File: config.mk
export PLATFORM = sky130hd
export DESIGN_NAME = mem_bus_responder
export DESIGN_NICKNAME = d
export VERILOG_FILES = /design/src/rtl/mem_bus_responder.sv
export SDC_FILE = /design/constraint.sdc
export NUM_CORES = 1
export LEC_CHECK = 0
export BUFFER_PORTS_ARGS = -buffer_cell sky130_fd_sc_hd__buf_2
export CAP_MARGIN = 20
export CORE_MARGIN = 2
export CORE_UTILIZATION = 25
export DETAILED_ROUTE_END_ITERATION = 12
export SLEW_MARGIN = 10
export SYNTH_ARGS = -nofsm -noshare
export SYNTH_HDL_FRONTEND = slang
export SYNTH_SLANG_ARGS = --single-unit
File: constraint.sdc
create_clock -name clk_i -period 1.7 [get_ports clk_i]
set_clock_uncertainty 0.1 [all_clocks]
set_input_delay 0.51 -clock clk_i [delete_from_list [all_inputs] [get_ports clk_i]]
set_output_delay 0.51 -clock clk_i [all_outputs]
set_load 0.03 [all_outputs]
File: src/rtl/mem_bus_responder.sv
// mem_bus_responder
//   Memory-side responder for the MMU's uncached instruction and data ports.
//   It serves both ports from one single-port asynchronous SRAM that needs
//   WAIT_STATES extra cycles per access. When both ports are sampled
//   together, the data access runs first and the instruction access follows.
//   Both readies are then pulsed in the same DONE cycle.
//
// Ports
//   clk_i, rst_i           clock (rising edge), async active-low reset
//   i_en_i, i_addr_i       instruction read request (held until ready)
//   i_data_ready_o         one-cycle ready pulse for the instruction port
//   i_data_o               fetched word, held until the next fetch
//   d_en_i, d_addr_i       data request (held until ready)
//   d_wr_i, d_bytesel_i    write flag and byte lanes (lanes used for writes)
//   d_data_i               lane-aligned write data
//   d_data_ready_o         one-cycle ready pulse for the data port
//   d_data_o               read word (cleared to 0 by a write)
//   sram_*                 registered asynchronous-SRAM interface (active-low controls)
//   busy_o                 high whenever the FSM is not in IDLE
module mem_bus_responder #(
    parameter int WAIT_STATES = 2,
    parameter int ADDR_W      = 20
) (
    input  logic              clk_i,
    input  logic              rst_i,
    input  logic              i_en_i,
    input  logic [31:0]       i_addr_i,
    output logic              i_data_ready_o,
    output logic [31:0]       i_data_o,
    input  logic              d_en_i,
    input  logic [31:0]       d_addr_i,
    input  logic              d_wr_i,
    input  logic [3:0]        d_bytesel_i,
    input  logic [31:0]       d_data_i,
    output logic              d_data_ready_o,
    output logic [31:0]       d_data_o,
    output logic [ADDR_W-1:0] sram_addr_o,
    output logic [31:0]       sram_data_o,
    input  logic [31:0]       sram_data_i,
    output logic              sram_ce_n_o,
    output logic              sram_oe_n_o,
    output logic              sram_we_n_o,
    output logic [3:0]        sram_be_n_o,
    output logic              busy_o
);

    localparam int CNT_W = (WAIT_STATES > 0) ? $clog2(WAIT_STATES + 1) : 1;
    localparam logic [CNT_W-1:0] CNT_LAST = CNT_W'(WAIT_STATES);

    typedef enum logic [1:0] {IDLE, D_ACC, I_ACC, DONE} state_t;

    state_t            state, state_nx;
    logic [CNT_W-1:0]  cnt, cnt_nx, cnt_inc;
    logic              pend_i, pend_i_nx;
    logic              pend_d, pend_d_nx;
    logic              wr_q, wr_nx;
    logic [ADDR_W-1:0] addr_nx;
    logic [31:0]       wdata_nx;
    logic              ce_n_nx, oe_n_nx, we_n_nx;
    logic [3:0]        be_n_nx;
    logic [31:0]       i_data_nx, d_data_nx;
    logic              start_d, start_i;

    // Only bits [ADDR_W+1:2] of each address reach the SRAM. Higher bits
    // alias, and the byte offset is irrelevant for word accesses.
    logic unused_addr_bits;
    assign unused_addr_bits = ^{i_addr_i, d_addr_i};

    // The readies decode the registered state, so each pulse lasts exactly
    // one cycle. Both readies rise together for the ports sampled in IDLE.
    assign i_data_ready_o = (state == DONE) && pend_i;
    assign d_data_ready_o = (state == DONE) && pend_d;
    assign busy_o         = (state != IDLE);

    always_comb begin
        // NOTE: every signal driven here gets a default first, so no path can leave one unassigned and infer a latch.
        state_nx  = state;
        cnt_nx    = cnt;
        pend_i_nx = pend_i;
        pend_d_nx = pend_d;
        wr_nx     = wr_q;
        addr_nx   = sram_addr_o;
        wdata_nx  = sram_data_o;
        ce_n_nx   = 1'b1;
        oe_n_nx   = 1'b1;
        we_n_nx   = 1'b1;
        be_n_nx   = 4'hF;
        i_data_nx = i_data_o;
        d_data_nx = d_data_o;
        start_d   = 1'b0;
        start_i   = 1'b0;
        cnt_inc   = cnt + CNT_W'(1);

        case (state)
            IDLE: begin
                pend_i_nx = i_en_i;
                pend_d_nx = d_en_i;
                // The data request belongs to the older instruction, so it goes first.
                if (d_en_i)      start_d = 1'b1;
                else if (i_en_i) start_i = 1'b1;
            end
            D_ACC: begin
                if (cnt == CNT_LAST) begin
                    d_data_nx = wr_q ? 32'h0 : sram_data_i;
                    if (pend_i) start_i  = 1'b1;
                    else        state_nx = DONE;
                end else begin
                    cnt_nx  = cnt_inc;
                    ce_n_nx = 1'b0;
                    oe_n_nx = sram_oe_n_o;
                    be_n_nx = sram_be_n_o;
                    // Release we_n for the final cycle so that address and data
                    // are held while the write strobe rises.
                    we_n_nx = !(wr_q && (cnt_inc != CNT_LAST));
                end
            end
            I_ACC: begin
                if (cnt == CNT_LAST) begin
                    i_data_nx = sram_data_i;
                    state_nx  = DONE;
                end else begin
                    cnt_nx  = cnt_inc;
                    ce_n_nx = 1'b0;
                    oe_n_nx = 1'b0;
                    be_n_nx = 4'h0;
                end
            end
            DONE:    state_nx = IDLE;
            default: state_nx = IDLE;
        endcase

        // Access launch: address, data and controls are captured here
        // and then held for the whole access.
        if (start_d) begin
            state_nx = D_ACC;
            cnt_nx   = '0;
            wr_nx    = d_wr_i;
            addr_nx  = d_addr_i[ADDR_W+1:2];
            ce_n_nx  = 1'b0;
            if (d_wr_i) begin
                we_n_nx  = 1'b0;
                be_n_nx  = ~d_bytesel_i;
                wdata_nx = d_data_i;
            end else begin
                oe_n_nx = 1'b0;
                be_n_nx = 4'h0;
            end
        end
        if (start_i) begin
            state_nx = I_ACC;
            cnt_nx   = '0;
            wr_nx    = 1'b0;
            addr_nx  = i_addr_i[ADDR_W+1:2];
            ce_n_nx  = 1'b0;
            oe_n_nx  = 1'b0;
            be_n_nx  = 4'h0;
        end
    end

    // NOTE: state registers use non-blocking assignments so every flop samples pre-edge values regardless of block order.
    always_ff @(posedge clk_i or negedge rst_i) begin
        if (!rst_i) begin
            state       <= IDLE;
            cnt         <= '0;
            pend_i      <= 1'b0;
            pend_d      <= 1'b0;
            wr_q        <= 1'b0;
            sram_addr_o <= '0;
            sram_data_o <= 32'h0;
            sram_ce_n_o <= 1'b1;
            sram_oe_n_o <= 1'b1;
            sram_we_n_o <= 1'b1;
            sram_be_n_o <= 4'hF;
            i_data_o    <= 32'h0;
            d_data_o    <= 32'h0;
        end else begin
            state       <= state_nx;
            cnt         <= cnt_nx;
            pend_i      <= pend_i_nx;
            pend_d      <= pend_d_nx;
            wr_q        <= wr_nx;
            sram_addr_o <= addr_nx;
            sram_data_o <= wdata_nx;
            sram_ce_n_o <= ce_n_nx;
            sram_oe_n_o <= oe_n_nx;
            sram_we_n_o <= we_n_nx;
            sram_be_n_o <= be_n_nx;
            i_data_o    <= i_data_nx;
            d_data_o    <= d_data_nx;
        end
    end

endmodule

# Yosys cells after proc, flatten, opt, wreduce, memory -nomap -nowiden
# Cells that the tools add are included.
[totals] reg_bits=130 in_bits=137 output_inout_bits=126 elab_cells=80
[op_classes] n_addsub=1 eq_ne=9 n_mux=41 n_bitwise=1 n_reduce_logical=15
[ops] op="two-way mux 20 bit" count=2
[ops] op="two-way mux 32 bit" count=1
[ops] op="two-way mux 1 bit" count=20
[ops] op="two-way mux 4 bit" count=5
[ops] op="two-way mux 2 bit" count=9
[ops] op="!= test 4 bit (second input constant)" count=3
[ops] op="one-hot mux 4 bit (2 select lines)" count=1
[ops] op="AND reduction 2 bit" count=4
[ops] op="== test 2 bit (second input constant)" count=3
[ops] op="one-hot mux 2 bit (3 select lines)" count=1
[ops] op="nonzero test 5 bit" count=1
[ops] op="NOT 4 bit" count=1
[ops] op="one-hot mux 1 bit (2 select lines)" count=2
[ops] op="AND reduction 4 bit" count=1
[ops] op="nonzero test 2 bit" count=2
[ops] op="logical AND 1 bit" count=3
[ops] op="!= test 3 bit (second input constant)" count=1
[ops] op="nonzero test 3 bit" count=1
[ops] op="adder 2 x 1 -> 2 bit (second input constant)" count=1
[ops] op="== test 2 x 1 -> 1 bit (second input constant)" count=1
[ops] op="logical NOT 2 bit" count=1
[ops] op="!= test 2 bit (second input constant)" count=1
[ops] op="OR reduction 2 bit" count=1
[ops] op="logical NOT 1 bit" count=1

# Logic depth before layout (Yosys ltp)
# Gate-level depths: netlist of the first run.
[depth] ltp_word=8 mapped_depth=8 ltp_nobuf=5

# Worst setup path before layout of the first run
# OpenSTA, ideal clock, no wires.
[synth_path] kind="register to register" start="reg state[1]" end="reg state[0]" setup_time_ps=125 t_arrival_ps=1505 required_time_ps=1475 setup_slack_ps=-29 stages_incl_launch_ff=8 path_buffers=2 synth_period_minus_slack_ps=1729 path_cell_list="dfrtp_1 -> inv_1 -> ha_1 -> buf_4 -> nand2_1 -> buf_4 -> o221ai_1 -> mux2_2"
[synth_between] elab_chain_len=4 word_cells_on_any_way=14 cone_classes="eq/ne: 6; mux: 5; reduce/logical: 3"
[synth_rtl] item="from (decl)" line="52" rtl="state_t state, state_nx;"
[synth_rtl] item="from (signal assigned)" line="177" rtl="state <= state_nx;"
[synth_rtl] item="== test 2 x 1 -> 1 bit (tied with other cells)" line="94" rtl="case (state)"
[synth_rtl] item="one-hot mux 1 bit (2 select lines) (tied with other cells)" line="94"
[synth_rtl] item="!= test 4 bit (no line) (tied with other cells)"
[synth_rtl] item="AND reduction 4 bit (no line) or two-way mux 2 bit (tied branches)"
# Several ways; a longest one is shown, not always the timed one.
# A chain may end at the register's enable or synchronous reset.

# Final worst setup path of the first run
[layout_path] start="reg state[1]" end="out i_data_ready_o"
[layout_between] elab_chain_len=2
[layout_rtl] item="== test 2 bit" line="71" rtl="assign i_data_ready_o = (state == DONE) && pend_i;"
[layout_rtl] item="logical AND 1 bit" line="71"
[layout_rtl] item="to (decl)" line="28" rtl="output logic i_data_ready_o,"
# Every way passes these cells.

==> flow_summary.json, run 1 <==
{
  "rsz0062_at_grt": "true",
  "hold_viol_final": 0,
  "ys_seq_area_share_pct": 59.6,
  "io_pins": 263,
  "final_layout_size_suffix_gt1_share_pct": 54.8,
  "grt_max_degree": 65,
  "crit_path_start_kind": "flop",
  "ys_top_cells_by_area": "dfrtp_1 56%, mux2_2 13%, o21ai_0 6.8%",
  "cts.clk_slew.worst_paths_ps": 60,
  "track_usage_pct": 12.7,
  "syn_nets": 587,
  "fin_crit_ps": 2000,
  "maxCapViolations": 0,
  "syn_inst": 443,
  "dieArea_um2": 23100,
  "fin_setup_tns_ps": -1850,
  "worstHoldPathType": "input pin to flop",
  "final_common_cell": "buf_2",
  "seqPwrFrac_pct": 30.6,
  "crit_fanout": 4,
  "comb_power_share_pct": 50.1,
  "portBuffers": 238,
  "antenna_left": 0,
  "crit_type": "flop to output pin",
  "grt-ovfl-total": 0,
  "fin_crit_sh_pct": 118,
  "async_flop_share_pct": 100,
  "clock_power_share_pct": 19.2,
  "cts_tree": "yes",
  "ys_warn_count": 0,
  "yosys_most_used_dff": "dfrtp_1",
  "first_global_vias": 4362,
  "gp_congestion": 0.747,
  "clkSinkCount": 130,
  "yosysUniqueCellTypes": 35,
  "clock_path_buffers": 2,
  "insertion_delay_ps": 410,
  "antenna_found_initial": 0,
  "drc_errors": 0,
  "post-synth-top-area-fraction_pct": 56.3,
  "routedWlPerCell_um": 14.4,
  "dr.pass1.iters": 4,
  "die_x_um": 152,
  "finalSetupViolCount": 27,
  "end_kind": "output pin",
  "violations": "negative setup slack",
  "cts_root_buf": "clkbuf_16",
  "critical_path_arrival_ps": 1390,
  "postLayoutCoreUtil_pct": 37.3,
  "layout_setup_ws_ps": -301,
  "n_antenna_cell": 0,
  "cts-buffers-inserted": 17,
  "grt_first_pass_wirelength_um": 23600,
  "place_hpwl_um": 10100,
  "required_ps": 1090,
  "instances_no_fill": 1006,
  "rows": 54,
  "placedCellCount": 961,
  "power.switching_mw": 7.65,
  "p_leak_nw": 4.05,
  "routed-via-count": 4322,
  "tightestPinTransition_ps": 344,
  "slew_headroom_pct": 77.1,
  "fin_nets": 858,
  "p_int_mw": 10.3,
  "power_density_nw_per_um2": 2220,
  "peakVddDrop_mv": 0.941,
  "via_per_inst": 4.30,
  "synth_edf_count": 0,
  "maxSlewViolCount": 0,
  "core_area_um2": 21600,
  "initial_utilization_pct": 25.3,
  "first_iter_violations": 182,
  "status": "finished with violations",
  "wl_um": 14500,
  "die_h_um": 152,
  "final_cell_mix": "227 x buf_2, 123 x dfrtp_1, 70 x o21ai_0, 65 x mux2_2, 36 x nand2_1",
  "sw_frac_of_total_pct": 42.7,
  "synth-seq-cells": 130,
  "fmax_ghz": 0.500,
  "ctsHtreeMaxLevel": 4,
  "area_delta_synth_final_pct": 47.6,
  "synth_area_um2": 5470,
  "syn_area_per_cell_um2": 12.4,
  "yosys.area.top_type": "dfrtp_1"
}
## final timing paths
path / from / to / slack (ps) / depth (start not counted)
max: state[1] / i_data_ready_o / -300 / 4
min: d_wr_i / sram_we_n_o / 210 / 2
max reg2reg: state[1] / sram_addr_o[19] / -90 / 7
min reg2reg: d_data_o[23] / d_data_o[23] / 370 / 2
max in group asynchronous: rst_i / sram_be_n_o[1] / 480 / 3
min in group asynchronous: rst_i / d_data_o[13] / 460 / 2
## final cells by class
| class | instances | area (um2) |
|---|---|---|
| inverters | 7 | 28.8 |
| fillers | 2164 | 13500 |
| multi-input cells | 278 | 2100 |
| well taps | 280 | 350 |
| flip-flops and latches | 130 | 3260 |
| repair buffers | 280 | 1780 |
| clock inverters | 9 | 82.6 |
| clock buffers | 22 | 464 |
## repair_timing
action,4_1_cts,5_1_grt
setup endpoints to repair,38,38
hold buffers,1,0
setup buffers,6,5
pin swaps,0,1
endpoints found under the hold margin,23,0
gates resized for setup,37,6
gates cloned,1,1
## sequential cells by signal, indices dropped and copies added (netlist names)
signal,count
wr_q,1
sram_data_o,32
pend_i,1
sram_oe_n_o,1
cnt,2
sram_we_n_o,1
sram_ce_n_o,1
pend_d,1
i_data_o,32
d_data_o,32
state,2
sram_addr_o,20
sram_be_n_o,4
## power groups by stage
stage	Clock (mW)	Combinational, mW	Sequential [mW]
after floorplan	0	2.82	8.41
final	3.45	8.99	5.50
after detailed placement	0	8.51	5.51
after CTS	3.57	8.93	5.50
after global placement	0	8.42	5.49
after global routing	3.71	9.63	5.73
## worst max-delay path: stages, from the launching register on
cell,delay [ps]
dfrtp_1,420
buf_6,140
ha_4,160
and2_4,130
buf_6,130
## logic make-up (layout without fill, tap and decap cells)
| kind of cell | count (synthesis) | count (layout) | share of synthesized area, % |
|---|---|---|---|
| adders and majority gates | 7 | 7 | 1.60 |
| muxes | 86 | 86 | 17.2 |
| and+or+nand+nor | 90 | 90 | 8.58 |
| AOI/OAI and AO/OA | 94 | 94 | 9.54 |
| xor gates and xnor gates | 1 | 1 | 0.160 |
| buffers and inverters | 35 | 318 | 3.29 |
| DFF | 130 | 130 | 59.6 |
## per-stage QoR
step | setup slack (ps) | power, mW | instance area (um2) | hold slack [ps]
2_1_floorplan | 6.48 | 11.2 | 5490 | 114
3_3_place_gp | -46.6 | 13.9 | 7250 | 329
3_5_place_dp | -47.1 | 14.0 | 7250 | 324
4_1_cts | -320 | 18.0 | 8000 | 185
5_1_grt | -356 | 19.1 | 8070 | 200
6_report | -301 | 17.9 | 8070 | 214
## synth_stat cells, drive strengths merged, types with 2 or more instances
cell     instances
a211oi           2
a21o             2
a21oi            2
a22o             4
and2             3
and3             2
buf             16
clkbuf          12
dfrtp          123
dfstp            7
ha               7
inv              7
mux2            65
mux2i           21
nand2           39
nand2b          32
nand3            2
nor2             4
nor2b            3
nor3             2
o2111ai          2
o21ai           76
o22ai            4
## layer usage
| metal | wire length [um] | share of wire [%] | GRT usage, % |
|---|---|---|---|
| met1 | 6680 | 46 | 17.1 |
| met2 | 6760 | 47 | 19.5 |
| met3 | 889 | 6.1 | 4.16 |
| met4 | 150 | 1.0 | 3.47 |
| met5 | 0 | 0 | 0 |
No activity file was read; power rests on OpenSTA's default activity.
==> run 2: changes to the inputs <==
CORE_UTILIZATION = 40   (was 25)
PLACE_DENSITY = 0.74   (was default)
SETUP_SLACK_MARGIN = 0.5   (was default)
==> run 2 against run 1 <==
Net effect: the flow still finishes with violations (negative setup slack); first-iteration DRC count rose by 62%; critical path depth rose by 6; clock-buffer cell count rose by 3; global-route usage rose by 14 points; largest power group unchanged.
==> flow_summary.json, run 2 (synthesis results as in run 1) <==
{
  "layout_setup_ws_ps": -333,
  "first_global_vias": 5509,
  "worstReg2RegStart": "state[1]",
  "regToRegSetupSlack_ps": -330,
  "maxSlewViolCount": 0,
  "worstHoldPathType": "input pin to async pin",
  "grt-ovfl-total": 0,
  "violations": "negative setup slack",
  "tightestPinTransition_ps": 716,
  "final_cell_mix": "153 x buf_6, 123 x dfrtp_1, 111 x buf_2, 85 x buf_4, 53 x mux2_4",
  "dieArea_um2": 14600,
  "fin_crit_ps": 2030,
  "core_area_um2": 13300,
  "clkSinkCount": 130,
  "place_area_um2": 7170,
  "place_hpwl_um": 9780,
  "p_total_mw": 24.6,
  "initial_utilization_pct": 41.2,
  "wl_um": 21400,
  "p_leak_nw": 5.49,
  "io_pins": 263,
  "antenna_left": 0,
  "crit_type": "flop to flop",
  "crit_path_start_kind": "flop",
  "finalSetupViolCount": 129,
  "drc_errors": 0,
  "die_x_um": 121,
  "grt_first_pass_wirelength_um": 29500,
  "grt_max_degree": 61,
  "critical_path_arrival_ps": 2220,
  "slew_headroom_pct": 52.3,
  "cts.clk_slew.worst_paths_ps": 60,
  "fillers": 648,
  "final_layout_size_suffix_gt1_share_pct": 68.1,
  "fin_nets": 983,
  "end_kind": "flop",
  "insertion_delay_ps": 410,
  "regArea_um2": 3260,
  "cts-buffers-inserted": 17,
  "routedWlPerCell_um": 20.9,
  "first_iter_violations": 294,
  "maxCapViolations": 0,
  "area_delta_synth_final_pct": 99.1,
  "final_common_cell": "buf_6",
  "regToRegEndpoint": "sram_data_o[14]",
  "fin_crit_sh_pct": 120,
  "routed-via-count": 5286,
  "rows": 42,
  "multi_input_area_um2": 2680,
  "ctsHtreeMaxLevel": 4,
  "status": "finished with violations",
  "reg_top3": "d_data_o x32, i_data_o x32, sram_data_o x32",
  "fin_setup_tns_ps": -24290,
  "clock_path_buffers": 2,
  "hold_viol_final": 0,
  "rsz0062_at_grt": "true",
  "track_usage_pct": 26.5,
  "fin_area_um2": 10900,
  "n_antenna_cell": 0,
  "required_ps": 1890,
  "power_density_nw_per_um2": 2260,
  "worstRegToRegCells": 10,
  "gp_congestion": 0.750,
  "crit_fanout": 6,
  "fmax_ghz": 0.492,
  "portBuffers": 238,
  "via_per_inst": 5.14,
  "cts_tree": "yes",
  "antenna_found_initial": 0,
  "cts_root_buf": "clkbuf_16",
  "die_h_um": 121,
  "peakVddDrop_mv": 1.62,
  "dr.pass1.iters": 4
}
==> run 2: cell count changes in the layout (fill, tap and decap cells not counted), sizes merged <==
cell and change:
buf +122, clkbuf +3, bufbuf +2, inv -2, bufinv -1, clkinvlp +1
dlymetal6s4s +1
==> run 2: cell type report <==
class                      instances  share of cell area, %
timing repair buffer             405                   38.5
clock inverter                     7                  0.368
tap                              176                   2.02
clock buffer                      25                   4.27
inverter                           7                  0.276
sequential                       130                   29.9
multi-input combinational        278                   24.6
==> run 2: where the power goes <==
| group | leakage, nW | internal (mW) | switching [mW] |
|---|---|---|---|
| Clock | 0.245 | 1.89 | 1.32 |
| Sequential | 1.56 | 4.73 | 1.27 |
| Combinational | 3.68 | 8.19 | 7.25 |
| Total | 5.49 | 14.8 | 9.84 |
==> run 2: worst max path at each step <==
stage | slack, ps | from | to
after CTS | -290 | state[1] | i_data_ready_o
after global placement | -60 | cnt[0] | sram_addr_o[8]
after floorplan | 50 | state[1] | state[0]
final | -330 | state[1] | sram_data_o[14]
after detailed placement | -100 | cnt[0] | sram_addr_o[8]
after global routing | -370 | state[1] | sram_data_o[6]
==> run 2: metrics by stage <==
step | cells | hold WS, ps | util [%] | setup WS, ps
2_1_floorplan | 443 | 114 | - | 54.7
3_3_place_gp | 861 | 297 | 53.9 | -62.8
3_5_place_dp | 861 | 300 | 53.9 | -101
4_1_cts | 969 | 38.3 | 76.2 | -286
5_1_grt | 1028 | 31.5 | 81.9 | -373
6_report | 1028 | 37.3 | 81.9 | -333
==> run 2: per-layer routing <==
| layer | GRT usage, % | vias to the layer above | part of all wire [%] |
|---|---|---|---|
| met5 | 0 | - | 0 |
| met4 | 8.36 | 0 | 2.8 |
| met3 | 6.44 | 49 | 5.2 |
| met2 | 48.0 | 229 | 55 |
| met1 | 30.6 | 2663 | 38 |
| li1 | - | 2345 | - |
==> run 2: what timing repair did <==
| item | 4_1_cts | 5_1_grt |
|---|---|---|
| hold endpoints to repair | 15 | 0 |
| gates resized for setup | 421 | 88 |
| buffers inserted | 52 | 58 |
| hold buffers | 2 | 0 |
| cloned | 22 | 1 |
| endpoints found under the setup margin | 256 | 271 |
| pin swaps | 12 | 14 |
==> run 2: worst max-delay path, cell delays in order (launching register included) <==
cell and delay (ps):
dfrtp_1 400, inv_2 100, ha_4 160, buf_12 110, buf_8 100, buf_6 100
nand3_4 100, buf_12 170, buf_12 120, buf_16 140, mux2_4 290
==> run 3: changes to the inputs <==
BUFFER_PORTS_ARGS = default   (was -buffer_cell sky130_fd_sc_hd__buf_2)
DONT_BUFFER_PORTS = 1   (was default)
PLACE_DENSITY = default   (was 0.74)
==> run 3 against run 2 <==
Net effect: the run ends with negative hold slack, negative setup slack left; global-route usage down 3.6 points; clock-buffer cell count up 1; first-iteration DRC count down 31%; non-clock buffer count down 313; register-to-register slack better by 210 ps.
==> flow_summary.json, run 3 (synthesis results as in run 1) <==
{
  "grt-ovfl-total": 0,
  "routed-via-count": 3937,
  "worstPathCellList": "buf_6 > ha_4 > and2_4",
  "fmax_ghz": 0.528,
  "p_total_mw": 20.0,
  "crit_start": "state[1]",
  "worstReg2RegStart": "state[1]",
  "hold_viol_final": 130,
  "fin_nets": 670,
  "slew_headroom_pct": 70.8,
  "use_met3_pct": 9.68,
  "fillers": 936,
  "worstHoldPathType": "input pin to async pin",
  "fin_crit_ps": 1890,
  "insertion_delay_ps": 410,
  "reg_top3": "d_data_o x32, i_data_o x32, sram_data_o x32",
  "crit_type": "flop to output pin",
  "cts_tree": "yes",
  "dieArea_um2": 14600,
  "track_usage_pct": 22.9,
  "cts.clk_slew.worst_paths_ps": 60,
  "violations": "negative hold slack, negative setup slack",
  "clkSinkCount": 130,
  "n_antenna_cell": 0,
  "antenna_found_initial": 0,
  "maxCapViolations": 0,
  "cts-buffers-inserted": 17,
  "io_pins": 263,
  "crit_slowest_cell": "dfrtp_1",
  "drc_errors": 0,
  "tightestPinTransition_ps": 431,
  "die_h_um": 121,
  "fin_crit_sh_pct": 111,
  "ctsHtreeMaxLevel": 4,
  "final_common_cell": "dfrtp_2",
  "antenna_left": 0,
  "required_ps": 1090,
  "grt_max_degree": 131,
  "rsz0062_at_grt": "true",
  "grtUsageMet2_pct": 39.7,
  "core_area_um2": 13300,
  "crit_path_start_kind": "flop",
  "final_cell_mix": "116 x dfrtp_2, 39 x o21ai_2, 33 x mux2_4, 32 x mux2_2, 32 x nand2b_1",
  "area_delta_synth_final_pct": 55.5,
  "fin_setup_tns_ps": -5940,
  "hold_slack_ps": -305,
  "maxSlewViolCount": 0,
  "dr.pass1.iters": 4,
  "first_global_vias": 4363,
  "gp_congestion": 0.801,
  "routedWlPerCell_um": 23.5,
  "portBuffers": 0,
  "crit_fanout": 3,
  "layout_setup_ws_ps": -194,
  "finalSetupViolCount": 85,
  "regToRegSetupSlack_ps": -120,
  "status": "finished with violations",
  "critical_path_arrival_ps": 1280,
  "final_layout_size_suffix_gt1_share_pct": 78.1,
  "die_x_um": 121,
  "clock_path_buffers": 2,
  "via_per_inst": 5.51,
  "regToRegEndpoint": "sram_data_o[24]",
  "peakVddDrop_mv": 0.968,
  "wl_um": 16800,
  "grt_first_pass_wirelength_um": 24800,
  "end_kind": "output pin",
  "first_iter_violations": 204,
  "cpPeakStageDelay_ps": 390,
  "place_hpwl_um": 8230,
  "grt_most_used_layer": "met2",
  "p_leak_nw": 3.70,
  "rows": 42,
  "initial_utilization_pct": 41.2,
  "power_density_nw_per_um2": 2360,
  "worstRegToRegCells": 8,
  "grt_use_met1_pct": 24.6,
  "cts_root_buf": "clkbuf_16"
}
run 3: cell count changes in the layout (fill, tap and decap cells not counted), moves of 20 or more:
cell / change
buf_2: -111
mux2_2: +20
buf_4: -68
o21ai_1: -20
nand2_1: -20
dfrtp_1: -116
dfrtp_2: +116
mux2_4: -20
buf_6: -123
nand2_4: +21
run 3: worst max path at each step:
stage,slack (ps),cells past startpoint,end
floorplan,50,7,state[0]
global placement,-70,4,busy_o
detailed placement,-120,6,sram_addr_o[11]
CTS,-210,3,d_data_ready_o
global route,-230,3,d_data_ready_o
finish,-190,3,d_data_ready_o
run 3: routing by layer:
metal  up-vias  routed length [um]
li1       1721                   -
met1      2001                5990
met2       188                8970
met3        27                1490
met4         0                 364
met5         -                   0
run 3: repair_timing:
item	CTS	global route
cloned	24	1
endpoints found under the hold margin	130	130
pin swaps	25	43
resized for setup	275	129
setup buffers	34	9
endpoints found under the setup margin	256	256
run 3: final cells by class:
| cell class | count | area, um2 | share of cell area [%] |
|---|---|---|---|
| clock buffers | 26 | 479 | 5.63 |
| clock inverters | 6 | 33.8 | 0.397 |
| inverters | 7 | 30.0 | 0.353 |
| multi-input cells | 278 | 2790 | 32.8 |
| flip-flops and latches | 130 | 3410 | 40.0 |
| well taps | 176 | 220 | 2.59 |
| repair buffers | 92 | 1550 | 18.2 |
run 3: worst max-delay path, delay by kind of cell, from the launching register on:
family,cells,cell delay [ps]
flip-flops,1,390
AND/OR/NAND/NOR,1,190
adder cells (fa/ha/maj),1,150
buffers and inverters,1,140
run 3: metrics by stage:
| step | util [%] | setup WS [ps] | hold slack [ps] | cell area (um2) | instances |
|---|---|---|---|---|---|
| 3_5_place_dp | 44.0 | -121 | 117 | 5850 | 615 |
| 2_1_floorplan | - | 54.7 | 114 | 5610 | 443 |
| 3_3_place_gp | 44.0 | -70.2 | 117 | 5850 | 615 |
| 5_1_grt | 64.0 | -231 | -333 | 8510 | 715 |
| 6_report | 64.0 | -194 | -305 | 8510 | 715 |
| 4_1_cts | 59.9 | -214 | -327 | 7960 | 705 |
run 3: power breakdown:
group,leakage (nW),internal (mW),switching [mW]
Sequential,1.43,5.01,4.30
Combinational,2.02,4.46,3.09
Clock,0.256,1.93,1.26
